[src/rtl/i2s_pkg.sv]
// Shared constants, sample-pair type and helpers for the I2S transmitter.
package i2s_pkg;

  localparam int I2S_DATA_WIDTH = 24;
  localparam int I2S_SLOT_WIDTH = 32;

  typedef struct packed {
    logic signed [I2S_DATA_WIDTH-1:0] left;
    logic signed [I2S_DATA_WIDTH-1:0] right;
  } stereo_sample_t;

  // Increment a 16-bit status counter, sticking at all-ones.
  function automatic logic [15:0] sat_inc16(input logic [15:0] value);
    logic [15:0] result;
    if (value == 16'hFFFF) begin
      result = value;
    end else begin
      result = value + 16'd1;
    end
    return result;
  endfunction

endpackage

[src/rtl/i2s_piso.sv]
// Parallel-in serial-out frame shifter; sdata always mirrors the current MSB.
module i2s_piso
  import i2s_pkg::*;
#(
  parameter int WIDTH = 2 * I2S_SLOT_WIDTH
) (
  input  logic             clk_12_288,
  input  logic             reset,
  input  logic             load,
  input  logic             shift,
  input  logic [WIDTH-1:0] frame,
  output logic             sdata
);

  logic [WIDTH-1:0] shift_r;
  logic             sdata_r;

  // Load a new frame or shift out one bit per sclk, MSB first.
  always_ff @(posedge clk_12_288) begin
    if (reset) begin
      shift_r <= '0;
      sdata_r <= 1'b0;
    end else if (load) begin
      shift_r <= frame;
      sdata_r <= frame[WIDTH-1];
    end else if (shift) begin
      shift_r <= {shift_r[WIDTH-2:0], 1'b0};
      sdata_r <= shift_r[WIDTH-2];
    end else begin
      shift_r <= shift_r;
      sdata_r <= sdata_r;
    end
  end

  assign sdata = sdata_r;

endmodule

[src/rtl/i2s_tx.sv]
// Stereo I2S transmitter: one-deep pending pair, frame loader and status flags.
module i2s_tx
  import i2s_pkg::*;
#(
  parameter int DATA_WIDTH = I2S_DATA_WIDTH,
  parameter int SLOT_WIDTH = I2S_SLOT_WIDTH
) (
  input  logic                  clk_12_288,
  input  logic                  reset,
  input  logic                  sclk,
  input  logic                  lrclk,
  input  logic                  rd_en,
  input  logic                  in_valid,
  output logic                  in_ready,
  input  logic [DATA_WIDTH-1:0] in_left,
  input  logic [DATA_WIDTH-1:0] in_right,
  output logic                  sdata,
  output logic                  underrun,
  output logic [15:0]           underrun_count,
  output logic                  sync_err
);

  localparam int FRAME_WIDTH = 2 * SLOT_WIDTH;

  logic                   load_s;
  logic                   shift_s;
  logic                   ready_s;
  logic                   accept_s;
  logic [FRAME_WIDTH-1:0] frame_s;

  logic                   pending_valid_r;
  logic [DATA_WIDTH-1:0]  pending_left_r;
  logic [DATA_WIDTH-1:0]  pending_right_r;
  logic                   underrun_r;
  logic [15:0]            underrun_count_r;
  logic                   sync_err_r;

  // Each word sits at the top of its slot; the unused slot tail is zero.
  function automatic logic [FRAME_WIDTH-1:0] build_frame(
    input logic [DATA_WIDTH-1:0] left,
    input logic [DATA_WIDTH-1:0] right
  );
    logic [FRAME_WIDTH-1:0] f;
    f = '0;
    f[FRAME_WIDTH-1 -: DATA_WIDTH] = left;
    f[SLOT_WIDTH-1  -: DATA_WIDTH] = right;
    return f;
  endfunction

  // Decode divider strobes, the input handshake and the frame to load.
  always_comb begin
    load_s   = rd_en;
    shift_s  = sclk & ~rd_en;
    ready_s  = ~reset & (~pending_valid_r | rd_en);
    accept_s = in_valid & ready_s;
    frame_s  = '0;
    if (pending_valid_r) begin
      frame_s = build_frame(pending_left_r, pending_right_r);
    end else begin
      frame_s = '0;
    end
  end

  // Pending pair: captured on accept, released to the shifter on load.
  always_ff @(posedge clk_12_288) begin
    if (reset) begin
      pending_valid_r <= 1'b0;
      pending_left_r  <= '0;
      pending_right_r <= '0;
    end else if (accept_s) begin
      pending_valid_r <= 1'b1;
      pending_left_r  <= in_left;
      pending_right_r <= in_right;
    end else if (load_s) begin
      pending_valid_r <= 1'b0;
      pending_left_r  <= pending_left_r;
      pending_right_r <= pending_right_r;
    end else begin
      pending_valid_r <= pending_valid_r;
      pending_left_r  <= pending_left_r;
      pending_right_r <= pending_right_r;
    end
  end

  // Status flags: underrun / sync error pulses and saturating underrun count.
  always_ff @(posedge clk_12_288) begin
    if (reset) begin
      underrun_r       <= 1'b0;
      underrun_count_r <= 16'd0;
      sync_err_r       <= 1'b0;
    end else begin
      underrun_r <= load_s & ~pending_valid_r;
      sync_err_r <= load_s & lrclk;
      if (load_s && !pending_valid_r) begin
        underrun_count_r <= sat_inc16(underrun_count_r);
      end else begin
        underrun_count_r <= underrun_count_r;
      end
    end
  end

  i2s_piso #(
    .WIDTH(FRAME_WIDTH)
  ) u_piso (
    .clk_12_288(clk_12_288),
    .reset     (reset),
    .load      (load_s),
    .shift     (shift_s),
    .frame     (frame_s),
    .sdata     (sdata)
  );

  assign in_ready       = ready_s;
  assign underrun       = underrun_r;
  assign underrun_count = underrun_count_r;
  assign sync_err       = sync_err_r;

endmodule

[config.mk]
export PLATFORM = sky130hd
export DESIGN_NAME = i2s_tx
export DESIGN_NICKNAME = d
export VERILOG_FILES = /design/src/rtl/i2s_pkg.sv /design/src/rtl/i2s_piso.sv /design/src/rtl/i2s_tx.sv
export SDC_FILE = /design/constraint.sdc
export NUM_CORES = 1
export LEC_CHECK = 0
export CAP_MARGIN = 20
export CORE_MARGIN = 2
export CORE_UTILIZATION = 50
export CTS_CLUSTER_DIAMETER = 120
export DETAILED_ROUTE_END_ITERATION = 8
export PLACE_DENSITY = 0.8
export SLEW_MARGIN = 20
export SYNTH_ARGS = -nofsm -noshare
export SYNTH_HDL_FRONTEND = slang
export SYNTH_SLANG_ARGS = --single-unit
[constraint.sdc]
create_clock -name clk_12_288 -period 2.2 [get_ports clk_12_288]
set_input_delay 0.33 -clock clk_12_288 [delete_from_list [all_inputs] [get_ports clk_12_288]]
set_output_delay 0.33 -clock clk_12_288 [all_outputs]
set_load 0.05 [all_outputs]
# [After elaboration in Yosys (flattened, before gate mapping)]
# Cells that the tools add are included.
# Widths: inputs -> output; s select.
[word_totals] wordCells=32 regBits=131 in_bits=54 output_inout_bits=20
[op_classes] n_eq_ne=1 bitwise_logic=10 n_mux=7 reduce_logical=5 n_addsub=1
[ops] op="$mux 63" count=2
[ops] op="$mux 64" count=1
[ops] op="$add 16x1->16 const B" count=1
[ops] op="$eq 16x16->1 const B" count=1
[ops] op="$and 1x1->1" count=5
[ops] op="$mux 1" count=4
[ops] op="$not 1->1" count=4
[ops] op="$reduce_bool 2->1" count=2
[ops] op="$reduce_and 2->1" count=1
[ops] op="$logic_and 1x1->1" count=1
[ops] op="$logic_not 1->1" count=1
[ops] op="$or 1x1->1" count=1

# [Logic depth before layout (Yosys ltp)]
# Gate-level depths: netlist (run 1).
[logic_depth] word_depth=5 ltp_mapped=7 depth_no_buf=5

# [Modules after synthesis]
# Synthesis (run 1) repeated with hierarchy kept, for this count alone.
[hier_totals] hier_cells=652 area_unflattened_um2=6033.3
[by_module_without_submodules] module="i2s_tx" cells_each=368 seq_area_each_um2=1341.3 n_inst=1 area_each_um2=3027.9
[by_module_without_submodules] module="i2s_piso" cells_each=284 seq_area_each_um2=1281.2 n_inst=1 area_each_um2=3005.4

# [Worst setup path after synthesis (run 1)]
# Ideal clock, no wire load.
[synth_path] path_type="register to register" from="register underrun_count_r[0], in the netlist underrun_count[0]" to="register underrun_count_r[14], in the netlist underrun_count[14]" slack_ps=159 arrival_ps=1920 required_ps=2079 period_less_slack_ps=2041 setup_time_ps=121 path_stages_with_launch=7 path_buffers=1 cell_sequence="dfxtp_1 ha_1 and3b_1 buf_2 nand3_1 nor4_1 mux2_2"
[synth_via] elab_chain_cells=3 elab_cells_between_ends=4 classes_between="add/sub: 1; eq/ne: 1; bitwise: 1; reduce/logical: 1"
[synth_rtl] item="start: declaration" line="i2s_tx.sv:35" rtl="logic [15:0] underrun_count_r;"
[synth_rtl] item="start signal: assignment" line="i2s_tx.sv:95" rtl="underrun_count_r <= sat_inc16(underrun_count_r);"
[synth_rtl] item="start signal: assignment" line="i2s_tx.sv:97" rtl="underrun_count_r <= underrun_count_r;"
[synth_rtl] item="parallel branches: the longest is 3 deep, another holds $add 16x1->16"
# Parallel ways; which one is timed is not known.
# A chain may end at the register's enable or synchronous reset.

# [Worst setup path in the final report (run 1)]
[layout_path] from="register underrun_count_r[2], in the netlist underrun_count[2]" to="output port underrun_count[2]"
[layout_lines] item="end: declaration" line="i2s_tx.sv:19" rtl="output logic [15:0] underrun_count,"
# No word-level cell between the ends.

==> results of run 1 <==
==> cells in the mapped netlist, types with 2 or more instances <==
cell type | number | area, µm²
o21ai_1 | 2 | 10.0
and3b_1 | 2 | 17.5
a31oi_1 | 49 | 307
a21oi_1 | 10 | 50.1
nor4_1 | 5 | 31.3
buf_2 | 14 | 70.1
or3_1 | 3 | 18.8
mux2_2 | 7 | 78.8
clkbuf_1 | 32 | 120
o31ai_1 | 3 | 22.5
nor2b_1 | 8 | 50.1
buf_6 | 2 | 22.5
nor2_1 | 115 | 432
o21ai_0 | 49 | 245
or4_1 | 2 | 15.0
nand3_1 | 6 | 30.0
nand2b_1 | 51 | 319
or2_2 | 3 | 18.8
mux2i_1 | 56 | 561
dfxtp_1 | 123 | 2460
nand2_1 | 59 | 221
nor3_1 | 4 | 20.0
buf_1 | 3 | 11.3
==> power groups by stage <==
stage                     Clock (µW)  Combinational, µW  Sequential, µW
after floorplan                    0                243            2410
after global placement             0                414            2410
after detailed placement           0                423            2410
after CTS                       3000                429            2360
after global routing            3110                468            2370
final                           2960                427            2360
==> state kept, by name (all words and copies together), names as in the netlist <==
register	count
u_piso.shift_r	55
pending_valid_r	1
u_piso.sdata	1
underrun	1
pending_right_r	24
underrun_count	16
sync_err	1
pending_left_r	24
==> path summary, 6_finish.rpt <==
kind                 startpoint                 end  slack [ps]  depth (start not counted)
min reg2reg  pending_left_r[23]  pending_left_r[23]         470                          2
max reg2reg   underrun_count[2]  underrun_count[10]         370                          4
min                       reset  u_piso.shift_r[41]         180                          2
max           underrun_count[2]   underrun_count[2]          90                          1
==> cell families after synthesis <==
group | synth area share, %
AND/OR/NAND/NOR | 24.4
flip-flops | 46.9
AO/OA/AOI/OAI | 12.1
multiplexers | 12.2
buffers and inverters | 4.27
adder cells (fa/ha/maj) | 0.238
==> area by class of cell <==
type / instances / share of cell area [%]
clock inverter: 15 / 3.32
clock buffer: 17 / 6.18
tap: 136 / 2.54
timing repair buffer: 84 / 12.8
multi-input combinational: 444 / 38.4
sequential: 123 / 36.8
==> routing by layer <==
| metal | GRT usage (%) | vias up | share of wire, % | routed length, µm |
|---|---|---|---|---|
| met5 | 0 | - | 0 | 0 |
| met4 | 8.26 | 0 | 1.7 | 195 |
| met3 | 5.58 | 22 | 4.2 | 467 |
| met2 | 37.3 | 89 | 50 | 5620 |
| met1 | 22.8 | 2000 | 44 | 4940 |
| li1 | - | 2207 | - | - |
==> what timing repair did <==
item                                    in CTS  in global routing
resized for setup                            2                  0
endpoints found under the setup margin       2                  0
hold buffers                                 0                  0
==> stage by stage <==
step / hold slack, ps / total power (µW)
CTS: 163 / 5790
floorplan: 439 / 2660
detailed placement: 465 / 2830
global route: 183 / 5950
global placement: 461 / 2820
finish: 182 / 5750
==> impl_results.md, run 1 <==
* Fillcell total at roughly 800
* Unrepaired setup endpoints after global routing: no
* Total CTS buffers at 17
* Die Width at 106 µm
* Detail Placement HPWL at 6.83 mm
* First-pass GRT wire length at 19.0 mm
* Most frequent cells in the layout: 122 x dfxtp_1, 115 x nor2_1, 67 x clkdlybuf4s50_1, 59 x nand2_1, 56 x mux2i_1
* Starting Density at 51.1%
* Reg area at ~2500 µm²
* Routed via count at between 4000 and 5000
* Slew Limit Headroom at 64.0%
* Tightest Pin Transition at roughly 540 ps
* Crit-path cells: clkdlybuf4s50_1
* Total die area at between 10000 and 15000 µm²
* Mapped cell area at approximately 5300 µm²
* Routed WL at 11.2 mm
* Fin worst setup slack at 86.8 ps
* Commonest non-fill, non-tap cell in the layout: dfxtp_1
* Ys async rst share at 0%
* Post-route DRC at 0
* Critical path data required time at ~1900 ps
* Area of the multi-input gates at 2570 µm²
* Fin area at 6700 µm²
* Max H-tree Level at 4
* Seq/Total Area, Yosys at roughly 47%
* Synth Register Bits at ~120
* Switch share at between 20% and 30%
* CTS tree: built
* Clock power frac at 51.5%
* Startpoint types: flip-flop
* Util after Layout at between 60 and 70%
* Clk_skew at 4.40 ps
* Synth warnings at 0
* Sequential power share at approximately two fifths
* Max clock buf depth at 2
* Port Buffer Count at 73
* Core area at 10300 µm²
* Final setup TNS at 0 ps
* Synth Instances at just over 600
* GPL Wtd Cong at 0.825
* P_int at 4470 µW
* Layout cells sized above 1 at a little under a tenth
* Max Transition Viols Final at 0
* Distinct cells, synth at 33
* Post-route ant nets at 0
* # Max-Cap Violations at 0
* Gr ovfl total at 0
* CP delay by family, top: buffers and inverters
* Clk Latency, worst-skew pair at ~510 ps
* IO Count at between 70 and 80
* Hold Path Class: input pin to flip-flop
* Clk sink count at roughly 120
* Main synth FF type: dfxtp_1
* Largest net degree at the start of global routing at about 70
* Crit-path max cell delay at approximately 850 ps
* Post-DP Area at around 6000 µm²
* Avg WL per Cell at roughly 14 µm
* Final Cycle Share at a little over nine tenths
* Status: finished clean
* Worst Path Arrival at 1780 ps
* Endpoints failing setup at 0
* Cell row count at 37
* LEAKAGE at around 0.0026 µW
* Vias per cell at approximately 5.3
* Vias in the first global route at approximately 4300
* P&R area growth vs syn at 27.6%
* Post-synth EDFFs at 0
* Synthesized Nets at roughly 670
* Critical Path Sink Type: output port
* Clock-pin slew on the worst setup and hold paths at about 60 ps
* Worst path slowest cell: clkdlybuf4s50_1
* Antenna Cells at 0
* Post-placement cell count at roughly 800
* Combinational power share at 7.4%
* Pre-CTS setup slack at 386 ps
* CP bufs+invs at 1
* Die height at ~110 µm
* 1st-iter DRT viols at 247
* Root Driver: clkbuf_8
* Net count, final at between 700 and 800
* DRT Pass-1 Iters at 4
* Average size of a mapped cell at ~8.5 µm²
* Crit path time final at between 2000 and 2500 ps
* Post-CTS Setup Inserts at 0
* Post-route insts no fill at ~800
* Peak VDD IR at between 0.0004 and 0.0005 V
* Initial antenna violation count at 0
* Worst Path Max Fanout at 6
* Count of final hold-check violations at 0
* FMAX at around 0.47 GHz
* WS Path Type: flip-flop to output port
* Pwr Density at 858 nW/µm²
* GRT Total Usage at 20.6%
* Switching power at approximately 1300 µW
(Power assumes the default switching activity.)
==> run 2, diff against run 1 <==
--- a/config.mk
+++ b/config.mk
@@ -7,10 +7,10 @@
 export LEC_CHECK = 0
 export CAP_MARGIN = 20
 export CORE_MARGIN = 2
-export CORE_UTILIZATION = 50
+export CORE_UTILIZATION = 54
 export CTS_CLUSTER_DIAMETER = 120
 export DETAILED_ROUTE_END_ITERATION = 8
-export PLACE_DENSITY = 0.8
+export PLACE_DENSITY = 0.85
 export SLEW_MARGIN = 20
 export SYNTH_ARGS = -nofsm -noshare
 export SYNTH_HDL_FRONTEND = slang
==> run 2 against run 1 <==
Net effect:
- count of clock-buffer cells in the layout stayed put
- largest cell class unchanged
- first-iteration DRC count decreased by 16%
- critical path type unchanged
- critical path depth stayed put
- critical endpoint is now underrun_count[7]
- sequential power hardly changed
- largest power group unchanged
==> impl_results.md, run 2 (same netlist as run 1, synthesis figures left out) <==
* Status: finished clean
* Peak VDD IR at around 0.00047 V
* Crit-path max cell delay at about 840 ps
* Final Cycle Share at 95.6%
* Sequential power share at ~45%
* P_int at 3910 µW
* Switch share at roughly 25%
* Max clock buf depth at 2
* Max Transition Viols Final at 0
* Pwr Density at around 800 nW/µm²
* GRT Total Usage at between 20% and 30%
* Die Width at 103 µm
* IO Count at 74
* Starting Density at between 50% and 60%
* Post-route ant nets at 0
* Max H-tree Level at 4
* Startpoint types: flip-flop
* Cell row count at 35
* Pre-CTS setup slack at about 320 ps
* Commonest non-fill, non-tap cell in the layout: dfxtp_1
* CP bufs+invs at 1
* First-pass GRT wire length at ~19 mm
* Routed via count at roughly 4400
* Worst Path Arrival at about 1800 ps
* Switching power at approximately 1300 µW
* FMAX at about 0.48 GHz
* # Max-Cap Violations at 0
* Clk sink count at roughly 120
* Largest Register: u_piso.shift_r
* Util after Layout at between 70% and 80%
* Clock power frac at a little under half
* P&R area growth vs syn at 25.3%
* Core area at 9330 µm²
* Largest net degree at the start of global routing at between 70 and 80
* Fin worst setup slack at approximately 96 ps
* Crit-path cells: clkdlybuf4s50_1
* Fin area at 6580 µm²
* Tightest Pin Transition at about 560 ps
* Endpoints failing setup at 0
* Vias per cell at roughly 5.4
* Post-DP Area at ~6000 µm²
* CTS tree: built
* Port Buffer Count at 73
* Clk Latency, worst-skew pair at around 510 ps
* Most frequent cells in the layout: 122 x dfxtp_1, 115 x nor2_1, 67 x clkdlybuf4s50_1, 59 x nand2_1, 56 x mux2i_1
* Total CTS buffers at 17
* Critical path data required time at approximately 1900 ps
* Layout cells sized above 1 at 9.22%
* Die height at 103 µm
* DRT Pass-1 Iters at 5
* Antenna Cells at 0
* Max FFs per register at 55
* Clk_skew at 7.85 ps
* Hold_buf cts at 0
* CP delay by family, top: buffers and inverters
* Worst path slowest cell: clkdlybuf4s50_1
* Count of final hold-check violations at 0
* WS Path Type: flip-flop to output port
* Top flop regs: u_piso.shift_r (55), pending_left_r (24), pending_right_r (24)
* Avg WL per Cell at roughly 14 µm
* Root Driver: clkbuf_8
* GPL Wtd Cong at about 0.76
* Critical Path Sink Type: output port
* Final setup TNS at 0 ps
* Total die area at ~11000 µm²
* Gr ovfl total at 0
* Worst Path Max Fanout at 6
* Slew Limit Headroom at 62.9%
* Vias in the first global route at 4181
* Combinational power share at 8.1%
* Post-route DRC at 0
* LEAKAGE at between 0.002 and 0.003 µW
* Net count, final at just over 700
* Routed WL at between 10 and 15 mm
* Crit path time final at 2100 ps
* 1st-iter DRT viols at 207
* Clock-pin slew on the worst setup and hold paths at around 60 ps
* Hold Path Class: input pin to flip-flop
* Initial antenna violation count at 0
* Detail Placement HPWL at about 7.3 mm
* Unrepaired setup endpoints after global routing: no
run 2: cell types whose count changed in the layout (fill, tap and decap cells not counted), sizes merged:
cell / delta
bufinv: -5
clkinvlp: +4
inv: +3
clkinv: -2
run 2: power by group through the flow:
| stage | sequential, µW | combinational, µW | clock, µW |
|---|---|---|---|
| 2_1_floorplan | 2410 | 243 | 0 |
| 3_3_place_gp | 2410 | 409 | 0 |
| 3_5_place_dp | 2410 | 420 | 0 |
| 4_1_cts | 2370 | 425 | 2470 |
| 5_1_grt | 2370 | 462 | 2590 |
| 6_report | 2370 | 426 | 2440 |
run 2: through the flow:
stage                     total power (µW)  hold slack (ps)  cells
after detailed placement              2830              467    780
after global placement                2820              460    780
after CTS                             5270              194    812
after global routing                  5420              207    812
final                                 5240              210    812
after floorplan                       2660              439    618
run 2: timing repair:
item                                    CTS  global route
buffers inserted                          0             0
endpoints found under the setup margin    2             0
resized for setup                         2             0
run 2: path summary, 6_finish.rpt:
check	startpoint	end	slack [ps]	depth (start not counted)
setup / recovery	underrun_count[7]	underrun_count[7]	100	1
hold / removal	reset	u_piso.shift_r[31]	210	2
setup reg to reg	underrun_count[0]	underrun_count[10]	330	5
hold reg to reg	pending_right_r[1]	pending_right_r[1]	480	2
run 2: layout make-up:
type,instances,area (µm²)
Clock inverter,15,119
Clock buffer,17,414
Fill cell,695,2750
Timing Repair Buffer,84,848
Sequential cell,123,2460
Tap cell,129,161
Multi-Input combinational cell,444,2570
run 2: per-layer routing:
metal	part of all wire [%]	vias up	routed length, µm	track usage, %
met5	0	-	0	0
met4	1.7	0	201	8.00
met3	4.3	24	497	5.69
met2	51	100	5840	40.2
met1	43	2083	4980	26.5
li1	-	2211	-	-
